[config.mk]
export PLATFORM = sky130hd
export DESIGN_NAME = config_frame_writer_flat
export DESIGN_NICKNAME = d
export VERILOG_FILES = /design/src/rtl/config_write_if.sv /design/src/rtl/config_frame_writer.sv /design/src/flat_wrapper.sv
export SDC_FILE = /design/constraint.sdc
export NUM_CORES = 1
export LEC_CHECK = 0
export ABC_AREA = 1
export CAP_MARGIN = 0
export CORE_ASPECT_RATIO = 0.6
export CORE_MARGIN = 3
export CORE_UTILIZATION = 44
export DETAILED_ROUTE_END_ITERATION = 12
export HOLD_SLACK_MARGIN = 0.03
export PLACE_DENSITY = 0.86
export SETUP_SLACK_MARGIN = 0.05
export SLEW_MARGIN = 30
export SYNTH_ARGS = -nofsm -noshare
export SYNTH_HDL_FRONTEND = slang
export SYNTH_SLANG_ARGS = --single-unit
export TNS_END_PERCENT = 30
[constraint.sdc]
create_clock -name CLK -period 6.1 [get_ports CLK]
set_input_delay 1.22 -clock CLK [delete_from_list [all_inputs] [get_ports CLK]]
set_output_delay 1.22 -clock CLK [all_outputs]
set_load 0.05 [all_outputs]
[src/rtl/config_write_if.sv]
`default_nettype none
// ---------------------------------------------------------------------------
// config_write_if : valid/ready word stream into the configuration frame writer
// Revision 1.0
// ---------------------------------------------------------------------------
interface config_write_if;
    logic [31:0] WriteData;
    logic        WriteValid;
    logic        WriteReady;

    modport master (output WriteData, output WriteValid, input  WriteReady);
    modport slave  (input  WriteData, input  WriteValid, output WriteReady);
endinterface
`default_nettype wire

[src/rtl/config_frame_writer.sv]
`default_nettype none
// ---------------------------------------------------------------------------
// config_frame_writer : header + row words -> per-row frame data, one column/frame strobe
// Revision 1.0
// ---------------------------------------------------------------------------
module config_frame_writer #(
    parameter int FrameBitsPerRow = 32,
    parameter int MaxFramesPerCol = 20,
    parameter int NumberOfRows    = 4,
    parameter int NumberOfCols    = 8
) (
    input  wire logic                                  CLK,
    input  wire logic                                  RST,
    config_write_if.slave                              wr,
    output logic [NumberOfRows*FrameBitsPerRow-1:0]    FrameData,
    output logic [NumberOfCols*MaxFramesPerCol-1:0]    FrameStrobe,
    output logic                                       Busy,
    output logic                                       HeaderError,
    output logic                                       RangeError,
    output logic [15:0]                                FramesWritten
);
    localparam int              ROW_W    = (NumberOfRows > 1) ? $clog2(NumberOfRows) : 1;
    localparam logic [ROW_W-1:0] LAST_ROW = ROW_W'(NumberOfRows - 1);
    localparam logic [7:0]      SYNC     = 8'hA5;
    localparam logic [8:0]      COLS_LIM = 9'(NumberOfCols);
    localparam logic [8:0]      FRMS_LIM = 9'(MaxFramesPerCol);

    typedef enum logic [1:0] {
        IDLE   = 2'd0,
        LOAD   = 2'd1,
        STROBE = 2'd2,
        GAP    = 2'd3
    } state_t;

    state_t            state;
    state_t            state_next;
    logic [7:0]        col;
    logic [7:0]        frame;
    logic [ROW_W-1:0]  row;
    logic [15:0]       frames_cnt;
    logic              header_err;
    logic              xfer;
    logic              sync_ok;
    logic              in_range;

    assign wr.WriteReady = (state == IDLE) || (state == LOAD);
    assign xfer          = wr.WriteValid && wr.WriteReady;
    assign sync_ok       = (wr.WriteData[31:24] == SYNC);
    assign in_range      = ({1'b0, col} < COLS_LIM) && ({1'b0, frame} < FRMS_LIM);
    assign Busy          = (state != IDLE);
    assign RangeError    = (state == STROBE) && !in_range;
    assign HeaderError   = header_err;
    assign FramesWritten = frames_cnt;

    always_ff @(posedge CLK or posedge RST) begin
        if (RST) begin
            state <= IDLE;
        end else begin
            state <= state_next;
        end
    end

    always_comb begin
        state_next = state;
        case (state)
            IDLE:    if (xfer && sync_ok)         state_next = LOAD;
            LOAD:    if (xfer && row == LAST_ROW) state_next = STROBE;
            STROBE:                               state_next = GAP;
            GAP:                                  state_next = IDLE;
            default:                              state_next = IDLE;
        endcase
    end

    // Strobe is decoded straight from the latched address so it can only exist in STROBE.
    always_comb begin
        FrameStrobe = '0;
        if (state == STROBE && in_range) begin
            for (int c = 0; c < NumberOfCols; c++) begin
                for (int f = 0; f < MaxFramesPerCol; f++) begin
                    if (col == 8'(c) && frame == 8'(f)) begin
                        FrameStrobe[c*MaxFramesPerCol + f] = 1'b1;
                    end
                end
            end
        end
    end

    always_ff @(posedge CLK or posedge RST) begin
        if (RST) begin
            col        <= '0;
            frame      <= '0;
            row        <= '0;
            FrameData  <= '0;
            frames_cnt <= '0;
            header_err <= 1'b0;
        end else begin
            header_err <= 1'b0;
            case (state)
                IDLE: begin
                    if (xfer) begin
                        if (sync_ok) begin
                            col   <= wr.WriteData[23:16];
                            frame <= wr.WriteData[15:8];
                            row   <= '0;
                        end else begin
                            header_err <= 1'b1;
                        end
                    end
                end
                LOAD: begin
                    if (xfer) begin
                        FrameData[row*FrameBitsPerRow +: FrameBitsPerRow] <= wr.WriteData[FrameBitsPerRow-1:0];
                        row <= row + ROW_W'(1);
                    end
                end
                STROBE: begin
                    if (in_range) begin
                        frames_cnt <= frames_cnt + 16'd1;
                    end
                end
                default: ;
            endcase
        end
    end
endmodule
`default_nettype wire

[src/flat_wrapper.sv]
// flat-port wrapper written by rule: the top's interface ports become plain ports
module config_frame_writer_flat 
#(
    parameter int FrameBitsPerRow = 32,
    parameter int MaxFramesPerCol = 20,
    parameter int NumberOfRows    = 4,
    parameter int NumberOfCols    = 8
)
  (CLK, RST, FrameData, FrameStrobe, Busy, HeaderError, RangeError, FramesWritten, wr_WriteData, wr_WriteValid, wr_WriteReady);
  config_write_if wr_i ();
  input  wire logic CLK;
  input  wire logic RST;
  output logic [NumberOfRows*FrameBitsPerRow-1:0] FrameData;
  output logic [NumberOfCols*MaxFramesPerCol-1:0] FrameStrobe;
  output logic Busy;
  output logic HeaderError;
  output logic RangeError;
  output logic [15:0] FramesWritten;
  input wire logic [$bits(wr_i.WriteData)-1:0] wr_WriteData;
  input wire logic [$bits(wr_i.WriteValid)-1:0] wr_WriteValid;
  output wire logic [$bits(wr_i.WriteReady)-1:0] wr_WriteReady;
  assign wr_i.WriteData = wr_WriteData;
  assign wr_i.WriteValid = wr_WriteValid;
  assign wr_WriteReady = wr_i.WriteReady;
  config_frame_writer #(.FrameBitsPerRow(FrameBitsPerRow), .MaxFramesPerCol(MaxFramesPerCol), .NumberOfRows(NumberOfRows), .NumberOfCols(NumberOfCols)) u_core (.CLK(CLK), .RST(RST), .wr(wr_i), .FrameData(FrameData), .FrameStrobe(FrameStrobe), .Busy(Busy), .HeaderError(HeaderError), .RangeError(RangeError), .FramesWritten(FramesWritten));
endmodule
[Word level (Yosys, flattened, before mapping)]
Cells that the tools add are included.
Operators by class
  reduce and logical (&&, ||, !) cells: 178
  shift-type cells: 2
  divide/modulo/power cells: 0
  multiply operators: 0
  bitwise operators: 0
  $add $sub $neg: 3
  eq/ne operators: 36
  magnitude comparators: 2
  mux-type cells: 172
Operator list (number)
  1-bit logical AND: 166
  1-bit 2-to-1 mux: 163
  160-bit 2-to-1 mux: 1
  128-bit bitwise mux: 1
  32-bit by 34-bit variable shift with 128-bit output, first input constant: 1
  32-bit by 34-bit variable part select with 128-bit output: 1
  8-bit by 3-bit equality test with 1-bit output, second input constant: 8
  8-bit by 4-bit equality test with 1-bit output, second input constant: 8
  7-bit negation with 34-bit output: 1
  8-bit by 2-bit equality test with 1-bit output, second input constant: 4
  8-bit by 5-bit equality test with 1-bit output, second input constant: 4
  16-bit by 1-bit adder with 16-bit output, second input constant: 1
  8-bit by 1-bit equality test with 1-bit output, second input constant: 2
  8-bit zero test: 2
  2-bit 2-to-1 mux: 5
  8-bit equality test, second input constant: 1
  8-bit by 4-bit < comparator with 1-bit output, second input constant: 1
  8-bit by 5-bit < comparator with 1-bit output, second input constant: 1
  2-bit case mux with 4 select lines: 1
  2-bit equality test, second input constant: 3
  2-bit by 1-bit inequality test with 1-bit output, second input constant: 3
  2-bit AND reduction: 3
  2-bit inequality test, second input constant: 2
  2-bit case mux with 2 select lines: 1
  8 further kinds: 9
Word-level totals
  input port bits: 35
  bits in latches: 0
  RAM bits: 0
  word-level logic and storage cells: 400
  ROM bits: 0
  memories: 0
  register bits: 165
  output and inout bits: 308

[Longest topological paths before layout]
  word-level depth: 6
  depth in mapped cells: 10
  mapped depth without buffers: 9

[Worst setup path after synthesis]
OpenSTA, ideal clock, no wires.
  path kind: reg2out
  from: reg u_core.col[6]
  to: out FrameStrobe[120]
  path buffers: 1
  data arrival time: 2.163 ns
  stages on the path, launching flop included: 7
  slack: 2.717 ns
  data required time: 4.880 ns
  cell sequence: dfrtp_1 > nor2_1 > nand3_2 > nor2_1 > nand3_1 > clkbuf_1 > nor3_1
On the way
  cells in the longest elaborated chain, start to end: 4
  elaborated cells on any way between the ends: 7
  those cells by class: 1 x order compare; 1 x eq/ne; 2 x mux; 3 x reduce/logical
Ends and longest elaborated chain
  start, declared: RTL line config_frame_writer.sv:37  | logic [7:0] col;
  start signal, assigned: RTL line config_frame_writer.sv:102  | col <= wr.WriteData[23:16];
  8-bit by 4-bit < comparator with 1-bit output or 8-bit by 3-bit equality test with 1-bit output (tied branches): RTL line config_frame_writer.sv:49, config_frame_writer.sv:80
  1-bit logical AND, on equally long branches: RTL line config_frame_writer.sv:49, config_frame_writer.sv:80
  1-bit logical AND or 1-bit 2-to-1 mux (tied branches): RTL line config_frame_writer.sv:77, config_frame_writer.sv:80
  160-bit 2-to-1 mux (*): RTL line config_frame_writer.sv:77  | if (state == STROBE && in_range) begin
  end, declared: RTL line flat_wrapper.sv:14  | output logic [NumberOfCols*MaxFramesPerCol-1:0] FrameStrobe;
Mark *: on every way between the ends. The rest lies on a longest branch, timed or not.

[Worst setup path after layout]
  from: reg u_core.state[0]
  to: out FrameStrobe[22]
On the way
  cells in the longest elaborated chain, start to end: 3
Ends and longest elaborated chain
  start, declared: RTL line config_frame_writer.sv:35  | state_t state;
  start signal, assigned: RTL line config_frame_writer.sv:59  | state <= state_next;
  2-bit equality test: RTL line config_frame_writer.sv:77
  1-bit logical AND: RTL line config_frame_writer.sv:77
  160-bit 2-to-1 mux: RTL line config_frame_writer.sv:77
No other way between the ends.

==> results by group <==
Run status
  – Status: complete, no violations

Global route
  – Met3 usage: 8.94%
  – Largest net degree at the start of global routing: 100
  – Global route hottest layer: met2
  – Vias in the first global route: 8,312
  – Grt ovf: 0
  – GRT Overall Usage: 30.3%
  – Antenna violations before repair: 0
  – Met1 usage: 44.6%
  – GR Util met2: 44.7%
  – First-pass GRT wire length: 49,300 µm

Detailed routing
  – First DRT Iteration DRCs: 1,040
  – Routed vias: 8,910
  – DRC Markers: 0
  – Via density: 5.59
  – Drt pass-1 iters: 5
  – Routed length per instance: 19.9 µm
  – Final wirelength: 31,700 µm
  – Routed Antenna Nets: 0

Power
  – Worst vdd ir: 0.000293 V
  – PD cells: 394 nW/µm²
  – P_leak: 0.00529 µW

Yosys
  – Synth Warn #: 0
  – Yosys cell types: 26
  – Area contributors post-synth: dfrtp_1, nand2_1, o21ai_0
  – Syn_nets: 1,092
  – Top cell type's share of synthesized area: 49.9%
  – Synth area leader: dfrtp_1
  – Sequential share of the synthesized area: 49.9%
  – Syn_area_per_cell: 7.89 µm²
  – Number of synthesized register bits: 165
  – Cells after synthesis: 1,048
  – Synth Cell Area: 8270 µm²

Timing
  – Setup-failing EPs final: 0
  – Final worst setup slack: 1.28 ns
  – Final hold slack: 0.485 ns
  – Clk_skew: 0.0183 ns
  – Total negative slack: 0 ns
  – Final period util: 79.1%
  – Relative max-transition margin: 36.7%
  – RSZ-0062 raised after global routing: no
  – Fmax: 0.207 GHz
  – Tmin final: 4.82 ns
  – Endpoints failing hold: 0
  – Slew Viols, Final: 0
  – Slew @ Worst Pin: 0.950 ns

Place
  – Pre-CTS WS: 1.81 ns
  – Placed cell area: 11,800 µm²
  – Port Buf Inserts: 342
  – HPWL Detailed: 23,000 µm
  – GPL Wtd Cong: 0.885

Floorplanning
  – Die Y-Extent: 112 µm
  – Die Area: 20,500 µm²
  – # rows: 38
  – Initial core utilization: 45.3%
  – Top-Level Pins: 343
  – Width of the die: 183 µm
  – Core Area: 18,300 µm²

Setup path
  – Crit path cell chain: inv_1, ha_1, inv_1, nor2_4, nand2_1, nor2_1, clkdlybuf4s50_1
  – Slowest-stage cell, CP: clkdlybuf4s50_1
  – Worst path bufs/invs: 3
  – Startpoint Class: flop
  – Cell mode on critical path: inv_1
  – Critical Path AT: 3.60 ns
  – Critical Path RT: 4.88 ns
  – Family with the most delay on the worst path: simple AND/OR/NAND/NOR gates
  – Worst Path Max Fanout: 20
  – Setup Crit Path Kind: flop to primary output
  – Slowest stage delay, CP: 0.87 ns
  – Nature of the critical path endpoint: primary output

Final layout
  – Finished Cell Area: 12,300 µm²
  – Storage cell area: 4130 µm²
  – Share of cells above drive strength 1: 5.02%
  – Commonest non-fill, non-tap cell in the layout: clkdlybuf4s50_1
  – Area grow syn2layout: 49.2%
  – Most frequent cells in the layout: clkdlybuf4s50_1, nand2_1, dfrtp_1
  – Fin util: 67.6%
  – Final #Nets: 1,385
  – Multi-input gate area: 3580 µm²
  – ANT cells: 0
  – Final-layout fill cell count: 1,472

Clock network
  – Max Root-Sink Buffers: 2
  – Postcts setup bufs: 0
  – Clk root buf: clkbuf_16
  – CTS buffer count: 17
  – CTS Sinks: 165
  – Hold-fix buffers, CTS: 0
  – CTS tree: done
  – Clock-pin slew on the worst setup and hold paths: 0.07 ns
  – Clk Latency, worst-skew pair: 0.42 ns
  – PostCTS Resize Cnt: 0
  – # H-tree levels: 4

Worst hold path
  – Worst Hold Class: flop to flop

Flow run
  – # Max-Cap Violations: 0
[kinds of logic (layout without fill, tap and decap cells)]
family / after synthesis / after routing / share of synthesized area [%]
XOR/XNOR: 6 / 6 / 0.636
AO/OA/AOI/OAI: 192 / 192 / 12.7
AND/OR/NAND/NOR: 526 / 526 / 28.1
flip-flops: 165 / 165 / 49.9
buffers and inverters: 150 / 456 / 7.32
adder cells (fa/ha/maj): 9 / 9 / 1.36
[cell usage after synthesis]
master	n
nand2_1	219
dfrtp_1	165
nor2_1	158
o21ai_0	151
inv_1	73
nand4_1	63
clkbuf_1	45
nor3_1	41
o31ai_1	32
buf_2	28
nand3_1	25
nand3_2	10
ha_1	9
o21ai_1	7
nand3b_1	3
xnor2_1	3
xor2_1	3
buf_1	2
nand2_2	2
nor2_2	2
nor2_4	2
a21boi_0	1
a21oi_2	1
buf_6	1
inv_2	1
nand4_2	1
[state kept, by name, indices dropped and copies added (netlist names)]
| name | flops |
|---|---|
| u_core.FrameData | 128 |
| u_core.FramesWritten | 16 |
| u_core.col | 8 |
| u_core.frame | 8 |
| u_core.row | 2 |
| u_core.state | 2 |
| u_core.HeaderError | 1 |
[per-layer routing]
metal / part of all wire (%) / up-vias / routed length [µm]
met3: 11 / 46 / 3620
met2: 44 / 547 / 14100
met1: 42 / 4260 / 13400
met4: 1.9 / 0 / 599
met5: 0 / - / 0
li1: - / 4057 / -
[worst min-delay path, cell delays in order (launching register included)]
cell and delay (ns):
dfrtp_1 0.35, nand2_1 0.05, o31ai_1 0.05
[report_power, final]
| part | internal, µW | switching, µW | leakage (µW) |
|---|---|---|---|
| Sequential | 1320 | 155 | 0.00227 |
| Combinational | 616 | 1730 | 0.00276 |
| Clock | 543 | 498 | 0.000270 |
| Total | 2480 | 2380 | 0.00529 |
[through the flow]
stage,std cells,total power [µW]
floorplan,1048,3020
global placement,1562,3760
detailed placement,1562,3810
CTS,1594,4850
global route,1594,5080
finish,1594,4860
[layout make-up]
cell class	instances	area share, %
well taps	240	2.43
clock inverters	14	1.10
multi-input cells	733	29.0
repair buffers	350	28.2
clock buffers	18	3.48
inverters	74	2.29
flip-flops and latches	165	33.5
[final timing paths]
path                                      start                    end  slack [ns]  depth (start not counted)
min reg2reg                u_core.FrameData[25]   u_core.FrameData[25]        0.48                          2
max reg2reg                     u_core.state[1]  u_core.FrameData[102]        3.54                          7
min                        u_core.FrameData[25]   u_core.FrameData[25]        0.48                          2
max                             u_core.state[0]        FrameStrobe[22]        1.28                          7
max in group asynchronous                   RST  u_core.FrameData[104]        3.61                          3
min in group asynchronous                   RST   u_core.FrameData[18]        1.35                          2
Note: power is estimated with default switching activity, not from simulation.
